===== src/rtl/uart_pkg.sv =====
// Shared UART definitions: oversampling constants, FSM state encoding and the
// baud divisor helper used by both the receive and the future transmit path.
package uart_pkg;

  localparam int         OVERSAMPLE = 16;
  localparam logic [3:0] MID_START  = 4'd7;
  localparam logic [3:0] MID_BIT    = 4'd15;

  typedef enum logic [2:0] {
    S_IDLE  = 3'd0,
    S_START = 3'd1,
    S_DATA  = 3'd2,
    S_STOP  = 3'd3,
    S_BRK   = 3'd4
  } uart_state_t;

  // Clocks per oversample tick, truncated and never below one.
  function automatic int calc_div(input int clk_freq, input int baud);
    int d;
    d = clk_freq / (baud * OVERSAMPLE);
    return (d < 1) ? 1 : d;
  endfunction

endpackage


===== src/rtl/uart_baud_tick.sv =====
// Oversample tick generator: free-running 0..DIV-1 counter with a synchronous
// clear so the phase can be realigned to a start edge.
module uart_baud_tick #(
  parameter int DIV = 27
) (
  input  logic clk,
  input  logic rst,
  input  logic i_clr,
  output logic o_tick
);

  localparam int            CW   = (DIV > 1) ? $clog2(DIV) : 1;
  localparam logic [CW-1:0] LAST = CW'(DIV - 1);

  logic [CW-1:0] r_cnt;

  always_ff @(posedge clk or negedge rst) begin
    if (!rst) begin
      r_cnt <= '0;
    end else if (i_clr || (r_cnt == LAST)) begin
      r_cnt <= '0;
    end else begin
      r_cnt <= r_cnt + 1'b1;
    end
  end

  assign o_tick = (r_cnt == LAST);

endmodule


===== src/rtl/uart_rx_byte.sv =====
// 8N1 UART receiver with 16x oversampling, framing-error/overrun pulses and a
// single-entry output buffer drained through a valid/ready handshake.
module uart_rx_byte
  import uart_pkg::*;
#(
  parameter int CLK_FREQ = 50000000,
  parameter int BAUD     = 115200,
  parameter int DIV      = calc_div(CLK_FREQ, BAUD)
) (
  input  logic       clk,
  input  logic       rst,
  input  logic       rxd,
  input  logic       rx_ready,
  output logic [7:0] rx_data,
  output logic       rx_valid,
  output logic       frame_err,
  output logic       overrun,
  output logic       busy
);

  logic        r_sync1, r_sync2;
  logic        w_rxd_s;
  uart_state_t r_state, w_state_nxt;
  logic [3:0]  r_cnt, w_cnt_nxt;
  logic [2:0]  r_bit, w_bit_nxt;
  logic [7:0]  r_shreg, w_shreg_nxt;
  logic        w_tick, w_clr, w_commit, w_ferr;

  always_ff @(posedge clk or negedge rst) begin
    if (!rst) begin
      r_sync1 <= 1'b1;
      r_sync2 <= 1'b1;
    end else begin
      r_sync1 <= rxd;
      r_sync2 <= r_sync1;
    end
  end

  assign w_rxd_s = r_sync2;

  uart_baud_tick #(.DIV(DIV)) u_tick (
    .clk    (clk),
    .rst    (rst),
    .i_clr  (w_clr),
    .o_tick (w_tick)
  );

  always_ff @(posedge clk or negedge rst) begin
    if (!rst) begin
      r_state <= S_IDLE;
      r_cnt   <= '0;
      r_bit   <= '0;
    end else begin
      r_state <= w_state_nxt;
      r_cnt   <= w_cnt_nxt;
      r_bit   <= w_bit_nxt;
    end
  end

  // Partial bytes are never observed outside a committed frame, so no reset.
  always_ff @(posedge clk) begin
    r_shreg <= w_shreg_nxt;
  end

  always_comb begin
    w_state_nxt = r_state;
    w_cnt_nxt   = r_cnt;
    w_bit_nxt   = r_bit;
    w_shreg_nxt = r_shreg;
    w_clr       = 1'b0;
    w_commit    = 1'b0;
    w_ferr      = 1'b0;
    case (r_state)
      S_IDLE: begin
        if (!w_rxd_s) begin
          w_state_nxt = S_START;
          w_cnt_nxt   = '0;
          w_clr       = 1'b1;
        end
      end
      S_START: begin
        if (w_tick) begin
          if (r_cnt == MID_START) begin
            if (w_rxd_s) begin
              w_state_nxt = S_IDLE;
            end else begin
              w_state_nxt = S_DATA;
              w_cnt_nxt   = '0;
              w_bit_nxt   = '0;
            end
          end else begin
            w_cnt_nxt = r_cnt + 4'd1;
          end
        end
      end
      S_DATA: begin
        if (w_tick) begin
          w_cnt_nxt = r_cnt + 4'd1;
          if (r_cnt == MID_BIT) begin
            w_shreg_nxt = {w_rxd_s, r_shreg[7:1]};
            w_bit_nxt   = r_bit + 3'd1;
            if (r_bit == 3'd7) begin
              w_state_nxt = S_STOP;
            end
          end
        end
      end
      S_STOP: begin
        if (w_tick) begin
          w_cnt_nxt = r_cnt + 4'd1;
          if (r_cnt == MID_BIT) begin
            if (w_rxd_s) begin
              w_commit    = 1'b1;
              w_state_nxt = S_IDLE;
            end else begin
              w_ferr      = 1'b1;
              w_state_nxt = S_BRK;
            end
          end
        end
      end
      S_BRK: begin
        // A held-low line must not retrigger framing errors until it idles.
        if (w_rxd_s) begin
          w_state_nxt = S_IDLE;
        end
      end
      default: w_state_nxt = S_IDLE;
    endcase
  end

  always_ff @(posedge clk or negedge rst) begin
    if (!rst) begin
      rx_data   <= '0;
      rx_valid  <= 1'b0;
      frame_err <= 1'b0;
      overrun   <= 1'b0;
    end else begin
      frame_err <= w_ferr;
      overrun   <= w_commit && rx_valid && !rx_ready;
      if (w_commit && (!rx_valid || rx_ready)) begin
        rx_data  <= r_shreg;
        rx_valid <= 1'b1;
      end else if (rx_valid && rx_ready) begin
        rx_valid <= 1'b0;
      end
    end
  end

  assign busy = (r_state != S_IDLE);

endmodule


===== config.mk =====
export PLATFORM = sky130hd
export DESIGN_NAME = uart_rx_byte
export DESIGN_NICKNAME = d
export VERILOG_FILES = /design/src/rtl/uart_pkg.sv /design/src/rtl/uart_baud_tick.sv /design/src/rtl/uart_rx_byte.sv
export SDC_FILE = /design/constraint.sdc
export NUM_CORES = 1
export LEC_CHECK = 0
export CAP_MARGIN = 15
export CORE_MARGIN = 1
export CORE_UTILIZATION = 53
export DETAILED_ROUTE_END_ITERATION = 10
export GPL_ROUTABILITY_DRIVEN = 0
export PLACE_DENSITY = 0.75
export SYNTH_ARGS = -nofsm -noshare
export SYNTH_HDL_FRONTEND = slang
export SYNTH_HIERARCHICAL = 1
export SYNTH_SLANG_ARGS = --single-unit

===== constraint.sdc =====
create_clock -name clk -period 2.45 [get_ports clk]
set_input_delay 0.49 -clock clk [delete_from_list [all_inputs] [get_ports clk]]
set_output_delay 0.49 -clock clk [all_outputs]
set_load 0.01 [all_outputs]

# Word-level counts from Yosys, hierarchy flattened
# Cells that the tools add are included.
# classes
n_mux,35
reduce_logical,18
addsub,3
n_eq_ne,19
# ops
operator,count
$mux 3,15
$mux 4,4
$pmux 3 s5,1
$ne 2x2->1 const B,7
$pmux 4 s3,1
$mux 1,11
$reduce_and 9->1,1
$ne 2x1->1 const B,4
$eq 3x2->1 const B,2
$eq 3x3->1 const B,2
$pmux 3 s2,1
$reduce_and 3->1,2
$reduce_and 6->1,1
$reduce_bool 3->1,2
$add 5x1->5 const B,1
$eq 5x5->1 const B,1
$mux 5,1
$add 4x1->4 const B,1
$eq 4x3->1 const B,1
$eq 4x4->1 const B,1
$logic_and 1x1->1,4
$reduce_bool 2->1,2
$add 3x1->3 const B,1
$eq 3x1->1 const B,1
5 further kinds,7
# word_totals
word_cells,86
in_bits,4
register_bits,36
output_inout_bits,12

# Longest topological paths before layout
# logic_depth
word_depth,6
depth_mapped,8

# Hierarchy
# Netlist, hierarchy kept.
# modules_own_cells
mod,cells_each,area_per_inst_um2,n_inst
uart_rx_byte,109,1391.3,1
uart_baud_tick,22,284.0,1

# Least setup slack after synthesis
# OpenSTA, ideal clock, no wires.
# synth_timing
kind,register to register
start,reg u_tick.r_cnt[0]
end,reg rx_data[0]
slack_ns,0.499
t_arrival_ns,1.823
path_stages_with_launch,9
cell_sequence,dfrtp_1 > inv_1 > ha_1 > and4b_1 > buf_6 > nand4_1 > nor4bb_1 > buf_2 > mux2_1
# synth_between
elab_chain_cells,4
# synth_rtl
item,line_no,rtl
start: declaration,uart_baud_tick.sv:15,logic [CW-1:0] r_cnt;
start signal: assignment,uart_baud_tick.sv:23,r_cnt <= r_cnt + 1'b1;
$eq 5x5->1,uart_baud_tick.sv:27,assign o_tick = (r_cnt == LAST);
via w_tick,uart_rx_byte.sv:27,"logic w_tick, w_clr, w_commit, w_ferr;"
$mux 1,uart_rx_byte.sv:109,if (w_tick) begin
$mux 1,uart_rx_byte.sv:73,case (r_state)
$logic_and 1x1->1,uart_rx_byte.sv:141,if (w_commit && (!rx_valid || rx_ready)) begin
end signal: assignment,uart_rx_byte.sv:142,rx_data <= r_shreg;
end: declaration,uart_rx_byte.sv:14,"output logic [7:0] rx_data,"
# The timed path passes the listed nets, and every way through them passes these cells.
# A chain may end at the register's enable or synchronous reset.

# Worst setup path after layout
# layout_timing
start,reg r_state[1]
end,out busy
# layout_between
elab_chain_cells,1
# layout_rtl
item,line_no,rtl
start: declaration,uart_rx_byte.sv:23,"uart_state_t r_state, w_state_nxt;"
start signal: assignment,uart_rx_byte.sv:54,r_state <= w_state_nxt;
$reduce_bool 3->1,uart_rx_byte.sv:150,assign busy = (r_state != S_IDLE);
end: declaration,uart_rx_byte.sv:18,output logic busy
# No other way between the ends.

==> flow_metrics.tcl <==
set metrics [dict create \
    status "complete, no violations" \
    core_sq_um 3028 \
    cp.required_ns 1.96 \
    wl_per_cell_microns 15.21 \
    p_int_uw 729.8 \
    clock_skew_ns 0.005455 \
    rows 20 \
    period_minus_slack_ns 2.276 \
    slew_headroom_pct 69.52 \
    io_pins 16 \
    synthFlopType "dfrtp_1" \
    antenna_found_initial 0 \
    tritoncts "yes" \
    p_total_uw 937.2 \
    ys_ff_latch 36 \
    final_nets 159 \
    cts_setup_buffers 0 \
    grt_max_degree 29 \
    first_iter_violations 52 \
    vias 1106 \
    pwr-share-clk_pct 32.4 \
    critical_path_class "flop to primary output" \
    num_antenna_cells 0 \
    synth_area_sq_um 1675 \
    ys_types 47 \
    synthCells 131 \
    pwr-share-comb_pct 1.9 \
    cp_max_fo 17 \
    cts_resized 0 \
    first_pass_iters 4 \
    reg2reg_to "r_cnt[0]" \
    viasPerCell 5.672 \
    final_cell_area_sq_um 1924 \
    min_from "r_sync1" \
    crit_path_end_kind "primary output" \
    start_util_pct 55.33 \
    fin_ws_ns 0.1742 \
    setup_viol 0 \
    cts-root-buf "clkbuf_4" \
    drive_gt1_share_pct 13.25 \
    area_delta_synth_final_pct 14.86 \
    synth.largest_area_cell "dfrtp_1" \
    yosysMostFrequentCell "dfrtp_1" \
    die-width_microns 58.23 \
    p_seq_share_pct 65.8 \
    ant_nets 0 \
    ir_worst_vdd_mv 0.3080 \
    max_stage_delay_ns 0.56 \
    power_density_nw_per_um2 487.0 \
    htree_levels 2 \
    grt_pass1_vias 1053 \
    ys_async_sr_fraction_pct 77.78 \
    die_h_microns 58.23 \
    synth_commonest_cells "dfrtp_1 (26), edfxtp_1 (8), mux2_1 (8)" \
    sw_frac_of_total_pct 22.13 \
    remaining_drc_errors 0 \
    hold_path.class "flop to flop" \
    dp_hpwl_microns 2007 \
    yosysSeqAreaShare_pct 56.31 \
    die_area_sq_um 3390 \
    crit_arrival_ns 1.79 \
    r2r_slack_ns 0.34 \
    holdPathStages 0 \
    crit_path_cell_trace "or3_1 -> clkdlybuf4s50_1" \
    cp_slowest_cell "dfrtp_1" \
    leakagePower_uw 0.0008583 \
    routed_wl_microns 2965 \
    drv_slew 0 \
    grt-ovfl-total 0 \
    cts_buffer_depth 2 \
    synth_edf_count 8 \
    ys_warn_count 6 \
    syn_nets 140 \
    clkSinkCount 36 \
    fmax_ghz 0.4394 \
    final.setup.tns_ns 0 \
    portBuffers 15 \
    worstMarginPinSlew_ns 0.4571 \
    grt_pass1_wl_microns 4912 \
    r2r-start "u_tick/r_cnt[0]" \
    ff2ff_path_depth 7 \
    crit_family "flip-flops" \
    min_period_over_period_pct 92.89 \
    rsz0062_at_grt "false" \
    maxCapViolCount 0 \
    critPathLaunchType "flop" \
    synth_area_per_cell_sq_um 12.79 \
    path_clk_slew_ns 0.11 \
    holdBufCountCts 0 \
    synth_top_area_share_pct 38.83 \
    place_area_sq_um 1872 \
    gr-usage-all-layers_pct 20.22 \
    min_to "r_sync2" \
    clk_latency_ns 0.33 \
    synth_top_cells_by_area "dfrtp_1 (39%), edfxtp_1 (14%), mux2_1 (5.4%), ha_1 (3.7%), dfstp_2 (3.1%)" \
    power.switching_uw 207.4 \
    dp_slack_ns 0.3953 \
    numCtsBuffers 5 \
    hold_viol_final 0 \
    critPathBufInv 1 \
]
[layout by cell type (no fill, tap or decap), types with 3 or more instances in the layout]
cell type / n
mux2_1: 8
clkdlybuf4s50_1: 15
nor3_1: 4
and3_1: 3
ha_1: 5
nor2_1: 5
buf_4: 5
edfxtp_1: 8
and4_1: 3
o211ai_1: 5
dfrtp_1: 26
nand2_1: 5
clkbuf_4: 5
inv_1: 5
a21oi_1: 5
[metal layers]
layer | global-route usage (%) | up-vias | routed length, microns
met5 | 0 | - | 0
met4 | 10.20 | 0 | 38
met3 | 6.696 | 5 | 134
met2 | 31.36 | 31 | 1392
met1 | 25.33 | 546 | 1399
li1 | - | 524 | -
[cell families (layout without fill, tap and decap cells)]
family          after synthesis  after routing  synth area share (%)
fa+ha+maj                     5              5                 3.734
xor+xnor                      2              2                 1.046
simple gates                 41             41                 17.48
buf+inv                      13             33                 3.883
flops                        36             36                 56.31
mux                          11             11                 7.319
compound gates               23             23                 10.23
[worst max path at each step]
stage,from,endpoint,slack [ns],cells after the start
after global routing,r_state[1],busy,0.07,2
after detailed placement,u_tick/r_cnt[0],rx_data[5],0.40,7
final,r_state[1],busy,0.17,2
after CTS,r_state[1],busy,0.16,2
after floorplan,u_tick/r_cnt[0],rx_data[0],0.50,8
after global placement,u_tick/r_cnt[0],rx_data[7],0.42,7
[layout make-up]
class / count / area, sq um
Timing Repair Buffer: 20 / 187.7
Tap cell: 44 / 55.05
Clock buffer: 6 / 41.29
Inverter: 5 / 18.77
Fill cell: 234 / 1104
Sequential cell: 36 / 943.4
Clock inverter: 2 / 11.26
Multi-Input combinational cell: 82 / 666.9
[worst reg2reg max path: stages (launching register included)]
cell	delay [ns]
dfrtp_1	0.44
inv_1	0.08
ha_1	0.14
and4b_1	0.32
buf_4	0.22
inv_1	0.06
or4_1	0.56
a22oi_1	0.21
[through the flow]
| stage | hold slack (ns) | util [%] | cells |
|---|---|---|---|
| after floorplan | 0.1944 | - | 131 |
| after global placement | 0.3466 | 61.82 | 187 |
| after detailed placement | 0.3478 | 61.82 | 187 |
| after CTS | 0.3678 | 63.55 | 195 |
| after global routing | 0.3747 | 63.55 | 195 |
| final | 0.3651 | 63.55 | 195 |
[power groups by stage]
stage	sequential, uW	combinational [uW]	clock [uW]
after CTS	616	18.7	318
after global routing	617	20.4	336
after floorplan	626	4.83	0
after global placement	628	18.3	0
final	616	17.5	303
after detailed placement	628	18.6	0
[state kept, by name, indices dropped and copies added (netlist names)]
register and flops:
r_shreg 8, rx_data 8, u_tick/r_cnt 5, r_cnt 4
r_bit 3, r_state 3, frame_err 1, overrun 1
r_sync1 1, r_sync2 1, rx_valid 1
No activity file was read; power rests on OpenSTA's default activity.
